$ cat config.mk
export PLATFORM = sky130hd
export DESIGN_NAME = openframe_gpio_wb_flat
export DESIGN_NICKNAME = d
export VERILOG_FILES = /design/src/rtl/openframe_gpio_wb_if.sv /design/src/rtl/openframe_gpio_wb.sv /design/src/flat_wrapper.sv
export SDC_FILE = /design/constraint.sdc
export NUM_CORES = 1
export LEC_CHECK = 0
export CAP_MARGIN = 5
export CORE_MARGIN = 1.5
export CORE_UTILIZATION = 56
export CTS_CLUSTER_SIZE = 30
export DETAILED_ROUTE_END_ITERATION = 12
export PLACE_DENSITY = 0.87
export SLEW_MARGIN = 40
export SYNTH_ARGS = -nofsm -noshare
export SYNTH_HDL_FRONTEND = slang
export SYNTH_SLANG_ARGS = --single-unit
$ cat constraint.sdc
create_clock -name core_clk -period 5.45 [get_ports core_clk]
set_input_delay 0.8175 -clock core_clk [delete_from_list [all_inputs] [get_ports core_clk]]
set_output_delay 0.8175 -clock core_clk [all_outputs]
set_load 0.02 [all_outputs]
$ cat src/rtl/openframe_gpio_wb_if.sv
// Wishbone classic bus bundle between the openframe wrapper (master) and the GPIO block (slave).
interface openframe_gpio_wb_if;
  logic        wb_cyc_i;
  logic        wb_stb_i;
  logic        wb_we_i;
  logic [3:0]  wb_sel_i;
  logic [31:0] wb_adr_i;
  logic [31:0] wb_dat_i;
  logic [31:0] wb_dat_o;
  logic        wb_ack_o;

  modport slave (
    input  wb_cyc_i, wb_stb_i, wb_we_i, wb_sel_i, wb_adr_i, wb_dat_i,
    output wb_dat_o, wb_ack_o
  );

  modport master (
    output wb_cyc_i, wb_stb_i, wb_we_i, wb_sel_i, wb_adr_i, wb_dat_i,
    input  wb_dat_o, wb_ack_o
  );
endinterface

$ cat src/rtl/openframe_gpio_wb.sv
// Wishbone-slave GPIO controller: pad output/enable registers, synchronized inputs and
// rising-edge interrupt status with per-bit enables. Pads [NUM_IO-1:32] live in the *_HI words.
module openframe_gpio_wb #(
  parameter int NUM_IO      = 38,
  parameter int SYNC_STAGES = 2
) (
  input  logic               core_clk,
  input  logic               core_rstn,
  openframe_gpio_wb_if.slave wb,
  input  logic [NUM_IO-1:0]  io_in,
  output logic [NUM_IO-1:0]  io_out,
  output logic [NUM_IO-1:0]  io_oeb,
  output logic               irq
);

  typedef enum logic {S_IDLE, S_ACK} state_e;

  state_e            state_q, state_d;
  logic [NUM_IO-1:0] out_q, out_d, oeb_q, oeb_d, ien_q, ien_d, ist_q, ist_d;
  logic [NUM_IO-1:0] sync_q [SYNC_STAGES];
  logic [NUM_IO-1:0] prev_q, sync_last, rise, w1c, rd_src;
  logic [31:0]       dat_q, dat_d, rd_word;
  logic              irq_q, access, half;
  logic [3:0]        word;
  logic              unused_adr;

  assign word       = wb.wb_adr_i[5:2];
  assign half       = word[0];
  assign unused_adr = ^{wb.wb_adr_i[31:6], wb.wb_adr_i[1:0]};
  // A strobe still high while in S_ACK belongs to the transfer already executed.
  assign access     = (state_q == S_IDLE) && wb.wb_cyc_i && wb.wb_stb_i;
  assign sync_last  = sync_q[SYNC_STAGES-1];
  assign rise       = sync_last & ~prev_q;

  always_comb begin : read_mux
    unique case (word[3:1])
      3'd0:    rd_src = out_q;
      3'd1:    rd_src = oeb_q;
      3'd2:    rd_src = sync_last;
      3'd3:    rd_src = ien_q;
      3'd4:    rd_src = ist_q;
      default: rd_src = '0;
    endcase
    rd_word = '0;
    for (int i = 0; i < NUM_IO; i++)
      if ((i >= 32) == half) rd_word[i % 32] = rd_src[i];
  end

  always_comb begin : next_state
    // NOTE: every output of this block gets a default first so no path can infer a latch.
    state_d = state_q;
    dat_d   = '0;
    out_d   = out_q;
    oeb_d   = oeb_q;
    ien_d   = ien_q;
    w1c     = '0;
    unique case (state_q)
      S_IDLE: if (access) begin
        state_d = S_ACK;
        dat_d   = rd_word;
      end
      S_ACK:  state_d = S_IDLE;
    endcase
    if (access && wb.wb_we_i) begin
      for (int i = 0; i < NUM_IO; i++) begin
        if (((i >= 32) == half) && wb.wb_sel_i[(i % 32) / 8]) begin
          unique case (word[3:1])
            3'd0:    out_d[i] = wb.wb_dat_i[i % 32];
            3'd1:    oeb_d[i] = wb.wb_dat_i[i % 32];
            3'd3:    ien_d[i] = wb.wb_dat_i[i % 32];
            3'd4:    w1c[i]   = wb.wb_dat_i[i % 32];
            default: ;
          endcase
        end
      end
    end
    // A rising edge in the same cycle as its W1C keeps the status bit set.
    ist_d = (ist_q & ~w1c) | rise;
  end

  always_ff @(posedge core_clk or negedge core_rstn) begin
    if (!core_rstn) begin
      state_q <= S_IDLE;
      dat_q   <= '0;
      out_q   <= '0;
      oeb_q   <= '1;
      ien_q   <= '0;
      ist_q   <= '0;
      prev_q  <= '0;
      irq_q   <= 1'b0;
      for (int s = 0; s < SYNC_STAGES; s++) sync_q[s] <= '0;
    end else begin
      // NOTE: non-blocking so every flop, including each sync stage, samples pre-edge values.
      state_q   <= state_d;
      dat_q     <= dat_d;
      out_q     <= out_d;
      oeb_q     <= oeb_d;
      ien_q     <= ien_d;
      ist_q     <= ist_d;
      prev_q    <= sync_last;
      irq_q     <= |(ist_q & ien_q);
      sync_q[0] <= io_in;
      for (int s = 1; s < SYNC_STAGES; s++) sync_q[s] <= sync_q[s-1];
    end
  end

  assign wb.wb_ack_o = (state_q == S_ACK);
  assign wb.wb_dat_o = dat_q;
  assign io_out      = out_q;
  assign io_oeb      = oeb_q;
  assign irq         = irq_q;

endmodule

$ cat src/flat_wrapper.sv
// flat-port wrapper written by rule: the top's interface ports become plain ports
module openframe_gpio_wb_flat 
#(
  parameter int NUM_IO      = 38,
  parameter int SYNC_STAGES = 2
)
  (core_clk, core_rstn, io_in, io_out, io_oeb, irq, wb_wb_cyc_i, wb_wb_stb_i, wb_wb_we_i, wb_wb_sel_i, wb_wb_adr_i, wb_wb_dat_i, wb_wb_dat_o, wb_wb_ack_o);
  openframe_gpio_wb_if wb_i ();
  input  logic core_clk;
  input  logic core_rstn;
  input  logic [NUM_IO-1:0] io_in;
  output logic [NUM_IO-1:0] io_out;
  output logic [NUM_IO-1:0] io_oeb;
  output logic irq;
  input wire logic [$bits(wb_i.wb_cyc_i)-1:0] wb_wb_cyc_i;
  input wire logic [$bits(wb_i.wb_stb_i)-1:0] wb_wb_stb_i;
  input wire logic [$bits(wb_i.wb_we_i)-1:0] wb_wb_we_i;
  input wire logic [$bits(wb_i.wb_sel_i)-1:0] wb_wb_sel_i;
  input wire logic [$bits(wb_i.wb_adr_i)-1:0] wb_wb_adr_i;
  input wire logic [$bits(wb_i.wb_dat_i)-1:0] wb_wb_dat_i;
  output wire logic [$bits(wb_i.wb_dat_o)-1:0] wb_wb_dat_o;
  output wire logic [$bits(wb_i.wb_ack_o)-1:0] wb_wb_ack_o;
  assign wb_i.wb_cyc_i = wb_wb_cyc_i;
  assign wb_i.wb_stb_i = wb_wb_stb_i;
  assign wb_i.wb_we_i = wb_wb_we_i;
  assign wb_i.wb_sel_i = wb_wb_sel_i;
  assign wb_i.wb_adr_i = wb_wb_adr_i;
  assign wb_i.wb_dat_i = wb_wb_dat_i;
  assign wb_wb_dat_o = wb_i.wb_dat_o;
  assign wb_wb_ack_o = wb_i.wb_ack_o;
  openframe_gpio_wb #(.NUM_IO(NUM_IO), .SYNC_STAGES(SYNC_STAGES)) u_core (.core_clk(core_clk), .core_rstn(core_rstn), .wb(wb_i), .io_in(io_in), .io_out(io_out), .io_oeb(io_oeb), .irq(irq));
endmodule
==> qor.csv <==
stage,metric,value,unit
clock_network,CTS Buf Count,29,
die,core box area,20960,µm²
critical_path,CP startpoint,wb_wb_adr_i[2],
clock_network,postcts setup bufs,0,
sta,Final Skew,0.01130,ns
sta,min Tclk post-route,2.868,ns
global_routing,first-pass GRT wire length,49.13,mm
clock_network,Clock Path Buffers,3,
synth,most frequent cell after synthesis,dfrtp_1,
clock_network,Worst-Skew Late Latency,0.56,ns
layout,layout cells sized above 1,0.2448,
clock_network,root buffer cell,clkbuf_16,
critical_path,CP bufs+invs,1,
synth,top-area cell type share of the netlist area,0.5498,
drt,final wirelength,31.60,mm
drt,wire per inst,22.98,µm
global_routing,initial antenna violation count,0,
synth,Post-synth ARST share,1.000,
global_routing,vias in the first global route,8591,
die,effective utilization at floorplan,0.5691,
global_routing,gr ovfl total,0,
sta,worst-margin pin slew,0.8495,ns
synth,largest family of logic cells by synthesized area,multiplexers,
power_and_ir_drop,maximum vdd drop,0.2249,mV
die,die area,22180,µm²
synth,sequential area share after synthesis,0.6335,
layout,Final #Nets,1188,
clock_network,post-CTS sizing,0,
synth,synth warn,0,
placed_design,hpwl dp,20.15,mm
sta,worst setup margin,2.582,ns
critical_path,critical path's slowest cell,clkdlybuf4s50_1,
worst_hold_path,Hold WC Path Type,input port to asynchronous set/reset pin,
placed_design,GP Congestion,0.8623,
critical_path,CP Capture Type,flip-flop,
drt,post-route ant nets,0,
synth,Mapped Cells,882,
die,Cell Rows,53,
synth,top_reg_cell synth,dfrtp_1,
critical_path,element type at the critical path start,input port,
synth,syn_nets,993,
critical_path,CP Max Fanout,15,
synth,Post-synth EDFFs,0,
power_and_ir_drop,PwrDens,336.5,nW/µm²
drt,First-pass DRT Iterations,5,
layout,area delta synth->final,27.11,%
clock_network,H-tree Lvls,1,
run,maxcap violations,0,
synth,Yosys top cell by area,dfrtp_1,
sta,RSZ-0062 raised after global routing,no,
synth,xor and xnor area share after synthesis,0,
synth,Post-Syn Area,11930,µm²
critical_path,"CP delay by family, top",simple AND/OR/NAND/NOR gates,
status,status,"finished, final reports clean",
synth,Yosys reg bits,300,
critical_path,slowest cell delay on critical path,0.79,ns
synth,Synth Area in Compound Gates,0.1008,
clock_network,hold_buf cts,0,
clock_network,"Reg clk slew, reported paths",0.06,ns
critical_path,CP Class,input port to flip-flop,
drt,DRT iter0 DRCs,701,
synth,mux share of post-synthesis cell area,0.1613,
global_routing,pin count of the biggest net entering global routing,118,
synth,synth top area cells,"dfrtp_1 55%, mux2_2 11%, dfstp_2 8.4%, mux2i_1 4.7%, a22o_1 2.9%",
power_and_ir_drop,leakage power,6.856,nW
sta,fin crit share,0.5263,
global_routing,total global-route track usage,0.2916,
placed_design,number of port buffers,192,
critical_path,Critical Path AT,3.35,ns
synth,Cell variety after synth,38,
power_and_ir_drop,total power,5.101,mW
critical_path,required time worst endpoint,5.93,ns
drt,Via density,5.991,
critical_path,cells along the critical path,clkdlybuf4s50_1 -> or2_2 -> nor4_4 -> mux2_2,
synth,top post-synthesis cells by count,"262 x dfrtp_1, 119 x mux2_2, 56 x mux2i_1",
synth,Post-Synth Adder-Cell Area,0,
drt,via count,8237,
synth,Post-Synth Simple-Gate Area,0.07565,
layout,"Core Util, Final",0.7234,
sta,fmax,348.7,MHz
critical_path,flop2flop setup slack,3.20,ns
drt,DRC viols,0,
critical_path,R2R Path Start,u_core.wb.wb_ack_o,
sta,final hold viol count,0,
die,IO Pins,221,
sta,Setup Total Neg Slack,0,ns
clock_network,CTS tree,done,
clock_network,Num Clock Sinks,300,
sta,Slew Limit Headroom,0.4337,
sta,Final setup viols,0,
synth,"Avg Cell Area, Syn",13.52,µm²
sta,Slew Limit Fails,0,
die,Die W,148.9,µm
placed_design,post-place setup slack,1.989,ns
die,Die H,148.9,µm
-- cell type report --
cell class                 count  area, µm²
clock inverter                 9      160.2
multi-input combinational    502       4043
antenna                        1      2.502
clock buffer                  44      862.1
fill                        1397       5797
tap                          275      344.1
inverter                      39      146.4
sequential                   300       7555
timing repair buffer         205       2046
-- per-stage QoR --
stage | hold slack (ns) | area (µm²) | std cells
floorplan | 0.3312 | 11930 | 882
global placement | 0.3328 | 14080 | 1319
detailed placement | 0.3347 | 14120 | 1320
CTS | 0.1596 | 15140 | 1373
global route | 0.1723 | 15160 | 1374
finish | 0.1586 | 15160 | 1375
-- worst paths after layout --
| check | endpoint | cells past startpoint |
|---|---|---|
| worst max-delay path | u_core.io_oeb[2] | 4 |
| max in group asynchronous | u_core.io_out[28] | 2 |
| min in group core_clk | u_core.sync_last[36] | 0 |
| worst min register to register | u_core.sync_last[36] | 0 |
| worst min-delay path | u_core.wb.wb_dat_o[10] | 1 |
| worst max register to register | u_core.ist_q[24] | 6 |
-- cell families after synthesis --
family / count (synthesis)
buffers and inverters: 80
AND/OR/NAND/NOR: 154
AO/OA/AOI/OAI: 171
flip-flops: 300
multiplexers: 177
-- per-layer routing --
layer / share of wire / global-route usage / up-vias / wire length, µm
met1: 0.42 / 0.4039 / 4221 / 13140
met5: 0 / 0 / - / 0
met4: 0.030 / 0.1109 / 0 / 936
li1: - / - / 3532 / -
met3: 0.078 / 0.05566 / 72 / 2464
met2: 0.48 / 0.4602 / 412 / 15050
-- placed cells by master (no fill, tap or decap), types with 29 or more instances in the layout --
cell type / count
mux2_2: 119
clkdlybuf4s50_1: 188
a21oi_1: 49
dfstp_2: 38
clkbuf_16: 29
a22o_1: 40
nand3_1: 40
dfrtp_1: 262
inv_1: 39
a22oi_1: 35
mux2i_1: 56
-- sequential cells by signal, summed over array words and instances, names as in the netlist --
register / flops
u_core.prev_q: 38
u_core.io_oeb: 38
u_core.wb.wb_dat_o: 32
u_core.wb.wb_ack_o: 1
u_core.ist_q: 38
u_core.sync_last: 38
u_core.irq: 1
u_core.sync_q: 38
u_core.io_out: 38
u_core.ien_q: 38
-- power by group --
group / total [mW] / switching, mW / internal, mW
clock network: 2.13 / 0.845 / 1.28
logic: 0.533 / 0.283 / 0.250
registers: 2.44 / 0.0879 / 2.35
(Power assumes the default switching activity.)
